`config.mk`:
```
export PLATFORM = sky130hd
export DESIGN_NAME = key_ctrl_flat
export DESIGN_NICKNAME = d
export VERILOG_FILES = /design/src/rtl/key_ctrl_if.sv /design/src/rtl/key_ctrl.sv /design/src/flat_wrapper.sv
export SDC_FILE = /design/constraint.sdc
export NUM_CORES = 1
export LEC_CHECK = 0
export CORE_ASPECT_RATIO = 1.4
export CORE_UTILIZATION = 40
export DETAILED_ROUTE_END_ITERATION = 8
export DONT_BUFFER_PORTS = 1
export GPL_TIMING_DRIVEN = 0
export MAX_ROUTING_LAYER = met4
export PLACE_DENSITY = 0.57
export SETUP_SLACK_MARGIN = 0.1
export SYNTH_ARGS = -nofsm -noshare
export SYNTH_HDL_FRONTEND = slang
export SYNTH_SLANG_ARGS = --single-unit
```
`constraint.sdc`:
```
create_clock -name sys_clk -period 3.95 [get_ports sys_clk]
set_input_delay 0 -clock sys_clk [delete_from_list [all_inputs] [get_ports sys_clk]]
set_output_delay 0 -clock sys_clk [all_outputs]
set_load 0.03 [all_outputs]
```
`src/rtl/key_ctrl_if.sv`:
```
// Purpose: key_ctrl output bundle to the LED blink path (debounced key state, pulses, blink controls).
// Latency: carries registered outputs only, so it adds no latency.
// Backpressure: none; pulses last one cycle and the consumer must sample them every cycle.
// Signals: key_level, key_press, key_release, key_long (1 bit each); blink_en (1 bit); rate_sel (2 bits).
interface key_ctrl_if;
  logic       key_level;
  logic       key_press;
  logic       key_release;
  logic       key_long;
  logic       blink_en;
  logic [1:0] rate_sel;

  // master: key_ctrl drives the bundle; slave: blink counter / observers read it.
  modport master (
    output key_level, key_press, key_release, key_long, blink_en, rate_sel
  );
  modport slave (
    input key_level, key_press, key_release, key_long, blink_en, rate_sel
  );
endinterface

```
`src/rtl/key_ctrl.sv`:
```
// Purpose: synchronise and debounce one active-low key, classify presses as short or long, drive blink_en and rate_sel.
// Latency: level and pulses change DEBOUNCE_CNT+3 edges after key_n settles; key_long comes LONG_CNT+1 edges after key_press.
// Backpressure: none; one-cycle pulses with no flow control, so the consumer must sample them every cycle.
// Ports: sys_clk, sys_rst_n (async, active-low), key_n (raw, async, 0 = pressed), kif (key_ctrl_if.master outputs).
module key_ctrl #(
  parameter int unsigned DEBOUNCE_CNT = 999_999,
  parameter int unsigned LONG_CNT     = 49_999_999
) (
  input  logic        sys_clk,
  input  logic        sys_rst_n,
  input  logic        key_n,
  key_ctrl_if.master  kif
);

  localparam int DB_W   = (DEBOUNCE_CNT > 0) ? $clog2(DEBOUNCE_CNT + 1) : 1;
  localparam int HOLD_W = (LONG_CNT > 0) ? $clog2(LONG_CNT + 1) : 1;
  localparam logic [DB_W-1:0]   DB_MAX   = DB_W'(DEBOUNCE_CNT);
  localparam logic [HOLD_W-1:0] HOLD_MAX = HOLD_W'(LONG_CNT);

  typedef enum logic [1:0] {
    S_IDLE = 2'd0,
    S_HOLD = 2'd1,
    S_LONG = 2'd2
  } state_t;

  logic              key_meta;
  logic              key_sync;
  logic [DB_W-1:0]   db_cnt;
  logic [HOLD_W-1:0] hold_cnt;
  logic              key_level_q;
  logic              key_press_q;
  logic              key_release_q;
  logic              key_long_q;
  logic              blink_en_q;
  logic [1:0]        rate_sel_q;
  state_t            state;

  logic pressed_sync;
  logic db_commit;
  logic press_commit;
  logic release_commit;

  // Two-flop synchroniser; resets to "released" so a held key is re-debounced after reset.
  always_ff @(posedge sys_clk or negedge sys_rst_n) begin
    if (!sys_rst_n) begin
      key_meta <= 1'b1;
      key_sync <= 1'b1;
    end else begin
      key_meta <= key_n;
      key_sync <= key_meta;
    end
  end

  assign pressed_sync   = ~key_sync;
  // Commit is combinational so the FSM reacts on the same edge that key_level flips.
  assign db_commit      = (pressed_sync != key_level_q) && (db_cnt == DB_MAX);
  assign press_commit   = db_commit && pressed_sync;
  assign release_commit = db_commit && !pressed_sync;

  // Debounce: count consecutive cycles disagreeing with key_level; any agreement restarts the count.
  always_ff @(posedge sys_clk or negedge sys_rst_n) begin
    if (!sys_rst_n) begin
      db_cnt        <= '0;
      key_level_q   <= 1'b0;
      key_press_q   <= 1'b0;
      key_release_q <= 1'b0;
    end else begin
      key_press_q   <= press_commit;
      key_release_q <= release_commit;
      if (pressed_sync == key_level_q) begin
        db_cnt <= '0;
      end else if (db_cnt == DB_MAX) begin
        db_cnt      <= '0;
        key_level_q <= pressed_sync;
      end else begin
        db_cnt <= db_cnt + 1'b1;
      end
    end
  end

  // Press classifier. Release is tested before the long threshold so a tie counts as a short press.
  always_ff @(posedge sys_clk or negedge sys_rst_n) begin
    if (!sys_rst_n) begin
      state      <= S_IDLE;
      hold_cnt   <= '0;
      key_long_q <= 1'b0;
      blink_en_q <= 1'b1;
      rate_sel_q <= 2'd0;
    end else begin
      key_long_q <= 1'b0;
      case (state)
        S_IDLE: begin
          if (press_commit) begin
            state    <= S_HOLD;
            hold_cnt <= '0;
          end
        end
        S_HOLD: begin
          if (release_commit) begin
            state      <= S_IDLE;
            blink_en_q <= ~blink_en_q;
          end else if (hold_cnt == HOLD_MAX) begin
            state      <= S_LONG;
            key_long_q <= 1'b1;
            rate_sel_q <= rate_sel_q + 2'd1;
          end else begin
            hold_cnt <= hold_cnt + 1'b1;
          end
        end
        S_LONG: begin
          // hold_cnt stays frozen here, so key_long cannot repeat within one press.
          if (release_commit) begin
            state <= S_IDLE;
          end
        end
        default: state <= S_IDLE;
      endcase
    end
  end

  assign kif.key_level   = key_level_q;
  assign kif.key_press   = key_press_q;
  assign kif.key_release = key_release_q;
  assign kif.key_long    = key_long_q;
  assign kif.blink_en    = blink_en_q;
  assign kif.rate_sel    = rate_sel_q;

endmodule

```
`src/flat_wrapper.sv`:
```
// flat-port wrapper written by rule: the top's interface ports become plain ports
module key_ctrl_flat 
#(
  parameter int unsigned DEBOUNCE_CNT = 999_999,
  parameter int unsigned LONG_CNT     = 49_999_999
)
  (sys_clk, sys_rst_n, key_n, kif_key_level, kif_key_press, kif_key_release, kif_key_long, kif_blink_en, kif_rate_sel);
  key_ctrl_if kif_i ();
  input  logic sys_clk;
  input  logic sys_rst_n;
  input  logic key_n;
  output wire logic [$bits(kif_i.key_level)-1:0] kif_key_level;
  output wire logic [$bits(kif_i.key_press)-1:0] kif_key_press;
  output wire logic [$bits(kif_i.key_release)-1:0] kif_key_release;
  output wire logic [$bits(kif_i.key_long)-1:0] kif_key_long;
  output wire logic [$bits(kif_i.blink_en)-1:0] kif_blink_en;
  output wire logic [$bits(kif_i.rate_sel)-1:0] kif_rate_sel;
  assign kif_key_level = kif_i.key_level;
  assign kif_key_press = kif_i.key_press;
  assign kif_key_release = kif_i.key_release;
  assign kif_key_long = kif_i.key_long;
  assign kif_blink_en = kif_i.blink_en;
  assign kif_rate_sel = kif_i.rate_sel;
  key_ctrl #(.DEBOUNCE_CNT(DEBOUNCE_CNT), .LONG_CNT(LONG_CNT)) u_core (.sys_clk(sys_clk), .sys_rst_n(sys_rst_n), .key_n(key_n), .kif(kif_i));
endmodule
```
==> metrics, run 1 <==
outcome complete, no violations; Fmax achieved about 380 MHz; clock-pin transition on the worst setup and hold timing paths ~0.070 ns; fin nets about 350; clock buffer depth 2; final slew viol count 0; Synth Instances 327; Post-synth ARST share 100%; vias in the first global route ~2,600; largest net degree at the start of global routing 58; Pre-antenna DRT Iters 4; period utilisation layout 66.1%; vias per inst 5.83; synth warn 0; DR DRC count 0; commonest non-fill, non-tap cells in the layout 54 x dfrtp_1, 33 x nor2_1, 21 x nand2_1; unrepaired setup endpoints after global routing no; EDFF count, synth 0; Slowest Stage Delay on Critical Path 0.50 ns; P_leak about 0.0013 uW; post-DR wirelength/cell 17.3 um; min Tclk post-route 2.61 ns; antenna viol nets, final 0; number of hold violations in the final report 0; ys flop type dfrtp_1; total of max-cap violations 0; antenna cells 0; VDD IR-drop max 0.251 mV; post-DP HPWL 5.30 mm; CTS H-Tree Depth 3; r2r setup slk 1.34 ns; Avg Cell Area, Syn 9.47 um^2; # rows 37; IO Pins 10; CTS Root Cell clkbuf_8; IO Port Bufs 0; CP max-delay cell buf_1; Final Skew 0.0110 ns; Setup TNS Final 0 ns; crit end category register; CTS resizes 0; commonest non-fill, non-tap cell in the layout dfrtp_1; clk_lat worst skew 0.34 ns; crit path kind register to register; Max FO, Critical Path 10; initial drt markers 190; # fillers 742; first-pass GRT wire length 13.1 mm; Sink Count 57; final worst slack 1.34 ns; Synthesized Nets 332; initial antenna violation count 0; share of cells above drive strength 1 10.4%; most used cell, CP clkbuf_1; arrival time at the worst endpoint 2.87 ns; WL final 7.67 mm; Core ar. 0.00741 mm^2; Crit. Startpoint u_core.state[0]; mapped cell area 0.00310 mm^2; CTS tree yes; GR Overflow Total 0; RR Startpoint u_core.state[0]; gr usage total between 20% and 30%; post-synthesis cell type count 60; Req. time, crit path approximately 4.2 ns; Final Instance Area 0.00344 mm^2; Max-slew headroom 25.2%; Die Y 106 um; actual slew at the worst max-slew pin 1.11 ns; pre-CTS WS 1.37 ns; pwr dens 323 mW/mm^2; r2r worst-path depth 8; Synth Register Bits 57; synth-to-layout area growth 11.1%; Via Count 2,582; critical-path cell list inv_1, nor2_1, clkbuf_1, o21a_1, clkbuf_1, buf_1, o211ai_1, a31oi_1; TritonCTS buffer count 9; starting density of the core 41.8%; DP Area 0.00322 mm^2; gpl congestion 0.870; Die ar. 0.00811 mm^2; min-delay worst type primary input to asynchronous set/reset pin; crit path launch type register; Final setup viols 0; Hold Slack roughly 0.17 ns; die width 76.4 um; Seq/Total Area, Yosys 46.2%
==> Yosys cell counts, types with 4 or more instances <==
cell      count  area share (%)
dfrtp_1      54              44
nor2_1       33             4.0
nand2_1      21             2.5
nand3_1      20             3.2
nand4_1      16             3.2
a31oi_1      15             3.0
xnor2_1      15             4.2
inv_1        13             1.6
nor3_1       12             1.9
nor4_1       12             2.4
clkbuf_1      9             1.1
xor2_1        9             2.5
and3_1        6             1.2
or3_1         6             1.2
and4_1        5             1.4
a21oi_1       4            0.65
a41oi_1       4             1.1
buf_2         4            0.65
==> critical path, delay by kind of cell, from the launching register on <==
kind                   cells  cell delay [ns]
AOI/OAI and AO/OA          3             0.60
buffers and inverters      4             1.38
DFF                        1             0.39
and+or+nand+nor            1             0.16
==> state kept, by name (all words and copies together) (netlist names), 2 cells and up <==
name and cells:
u_core.db_cnt 20, u_core.kif.rate_sel 2, u_core.hold_cnt 26, u_core.state 2
==> path summary, 6_finish.rpt <==
kind,to
worst max-delay path,u_core.hold_cnt[8]
worst min-delay path,u_core.hold_cnt[2]
worst max register to register,u_core.hold_cnt[8]
worst min register to register,u_core.key_sync
max in group asynchronous,u_core.key_sync
min in group sys_clk,u_core.key_meta
==> where the power goes <==
| group | internal [uW] | switching, uW | leakage, uW |
|---|---|---|---|
| registers | 588 | 3.29 | 0.000784 |
| clock network | 242 | 251 | 0.0000813 |
| logic | 7.76 | 18.1 | 0.000485 |
| total | 838 | 272 | 0.00135 |
==> metal layers <==
layer | vias to the layer above | wire length (um) | global-route usage [%]
met5 | - | 0 | -
met1 | 1268 | 3220 | 24.0
met2 | 42 | 3980 | 37.3
met3 | 11 | 347 | 4.55
met4 | 0 | 123 | 7.97
li1 | 1261 | - | -
==> metrics by stage <==
stage | util (%) | std cells | total power, uW
floorplan | - | 327 | 609
global placement | 43.5 | 424 | 612
detailed placement | 43.5 | 424 | 612
CTS | 46.5 | 443 | 1120
global route | 46.5 | 443 | 1150
finish | 46.5 | 443 | 1110
==> cells by family (layout without fill, tap and decap cells) <==
group | after synthesis | in the layout | share of synthesized area [%]
and+or+nand+nor | 157 | 157 | 28.5
AOI/OAI and AO/OA | 57 | 57 | 13.5
DFF | 57 | 57 | 46.2
buffers and inverters | 29 | 48 | 3.92
xor gates and xnor gates | 24 | 24 | 6.79
adders and majority gates | 2 | 2 | 0.808
muxes | 1 | 1 | 0.323
==> final cells by class <==
cell class | count | area [um^2] | area share (%)
timing repair buffer | 3 | 47.5 | 1.38
sequential | 57 | 1430 | 41.6
clock inverter | 5 | 32.5 | 0.945
clock buffer | 11 | 141 | 4.11
multi-input combinational | 241 | 1550 | 44.9
inverter | 14 | 52.6 | 1.53
buffer | 15 | 68.8 | 2.00
tap | 97 | 121 | 3.53
==> timing repair <==
item                      CTS  global route
hold buffers                3             0
buffers inserted            0             0
hold endpoints to repair   58             0
(Power assumes the default switching activity.)
==> run 2: changes to the inputs <==
Settings changed: PLACE_DENSITY 0.57 to 0.59.
Clock period 3.95 ns to 2.3 ns, I/O delays scaled along.
==> metrics, run 2 (same netlist as run 1, synthesis figures left out) <==
unrepaired setup endpoints after global routing yes; DR DRC count 0 (unchanged); Sink Count 57 (unchanged); number of hold violations in the final report 0 (unchanged); total of max-cap violations 0 (unchanged); Max-slew headroom 45.6% (+20 points); IO Port Bufs 0 (unchanged); GR Overflow Total 0 (unchanged); antenna cells 0 (unchanged); number of cells after detailed placement 424 (unchanged); largest net degree at the start of global routing 58 (unchanged); top layer reached by signal wires met4; Die ar. 0.00811 mm^2 (unchanged); TritonCTS buffer count 9 (unchanged); Crit. Startpoint u_core.hold_cnt[11]; first-pass GRT wire length 13.2 mm (+0.74%); # fillers 675 (-9.0%); VDD IR-drop max 0.495 mV (+97%); clk_lat worst skew 0.34 ns (about the same); metal2 WL 4.08 mm (+2.4%); vias per inst 5.82 (-0.14%); Post-Layout Cell Count 462 (+4.3%); gr usage total 21.5% (+0.090 points); share of cells above drive strength 1 24.1% (+14 points); synth-to-layout area growth 23.5%; fin nets 365 (+5.5%); crit end category register; Fmax achieved 447 MHz (+17%); commonest non-fill, non-tap cell in the layout dfrtp_1; Final setup viols 0 (unchanged); largest registers u_core.hold_cnt (26), u_core.db_cnt (20); IO Pins 10 (unchanged); commonest non-fill, non-tap cells in the layout 49 x dfrtp_1, 31 x nor2_1, 20 x buf_4; CTS Root Cell clkbuf_8; Largest register FFs 26 (unchanged); Pre-antenna DRT Iters 5 (+1); Die Y 106 um (unchanged); r2r worst-path depth 8 (unchanged); gpl congestion 0.855 (-1.7%); starting density of the core 41.8% (unchanged); arrival time at the worst endpoint 2.50 ns (-0.37 ns); met3 wire length 306 um (-12%); outcome complete, no violations; pwr dens 549 mW/mm^2 (+70%); actual slew at the worst max-slew pin 0.810 ns (-0.303 ns); period utilisation layout 97.3% (+31 points); Max FO, Critical Path 6 (-4); Req. time, crit path 2.56 ns (-1.66 ns); die width 76.4 um (unchanged); Core ar. 0.00741 mm^2 (unchanged); initial antenna violation count 0 (unchanged); clock-pin transition on the worst setup and hold timing paths 0.07 ns (about the same); Util after Layout 51.6% (+5.2 points); min-delay worst type primary input to asynchronous set/reset pin; post-DR wirelength/cell 16.9 um (-2.6%); Final Skew 0.00987 ns (-0.00111 ns); crit path launch type register; Largest Register u_core.hold_cnt; post-DP HPWL 5.11 mm (-3.5%); crit path kind register to register; min Tclk post-route 2.24 ns (-0.372 ns); CTS H-Tree Depth 3 (unchanged); # rows 37 (unchanged); vias in the first global route 2,704 (+5.3%); initial drt markers 238 (+25%); total power 2100 uW (+89%); final slew viol count 0 (unchanged); P_leak 0.00152 uW (+12%); antenna viol nets, final 0 (unchanged); RR Startpoint u_core.hold_cnt[11]; CTS tree yes; Via Count 2,689 (+4.1%); WL final 7.79 mm (+1.6%); clock buffer depth 2 (unchanged); WL met1 3.23 mm (+0.59%)
-- run 2: metal layers --
metal	global-route usage [%]	vias to the layer above
met4	10.7	0
met3	3.95	16
li1	-	1292
met2	35.8	58
met5	-	-
met1	24.9	1323
-- run 2: final timing paths --
kind | to | slack (ns)
worst max-delay path | u_core.hold_cnt[21] | 0.06
worst min-delay path | u_core.hold_cnt[22] | 0.18
worst max register to register | u_core.hold_cnt[21] | 0.06
worst min register to register | u_core.key_sync | 0.36
max in group asynchronous | u_core.kif.blink_en | 1.80
min in group sys_clk | u_core.key_meta | 0.21
-- run 2: critical path, stage by stage, from the launching register on --
cell,delay [ns]
dfrtp_1,0.41
buf_4,0.15
nor4_1,0.31
nand4_1,0.31
o221ai_4,0.37
and3_4,0.27
inv_6,0.05
buf_8,0.13
a31oi_1,0.15
-- run 2: layout make-up --
class	instances	area [um^2]	area share, %
Timing Repair Buffer	22	208	5.43
Tap cell	97	121	3.17
Inverter	14	57.6	1.50
Clock buffer	14	183	4.78
Clock inverter	2	35.0	0.916
Multi-Input combinational cell	241	1660	43.3
Sequential cell	57	1440	37.6
Buffer	15	129	3.37
-- run 2: report_power, final --
| group | internal [uW] | switching, uW |
|---|---|---|
| Clock | 618 | 413 |
| Sequential | 1010 | 4.98 |
| Combinational | 19.6 | 33.7 |
-- run 2: metrics by stage --
stage	worst slack [ns]	hold slack, ns	TNS, ns	area [um^2]
finish	0.0619	0.183	0	3820
global route	0.0134	0.204	0	3820
CTS	0.0904	0.206	0	3660
detailed placement	-0.284	-0.293	-4.59	3220
global placement	-0.304	-0.293	-4.14	3220
floorplan	0.101	-0.296	0	3100
-- run 2: what timing repair did --
| action | in CTS | in global routing |
|---|---|---|
| hold buffers | 3 | 0 |
| endpoints found under the setup margin | 39 | 35 |
| pin swaps | 5 | 12 |
| gates cloned | 0 | 1 |
| gates resized for setup | 29 | 32 |
| buffers inserted | 13 | 5 |
| hold endpoints to repair | 58 | 0 |
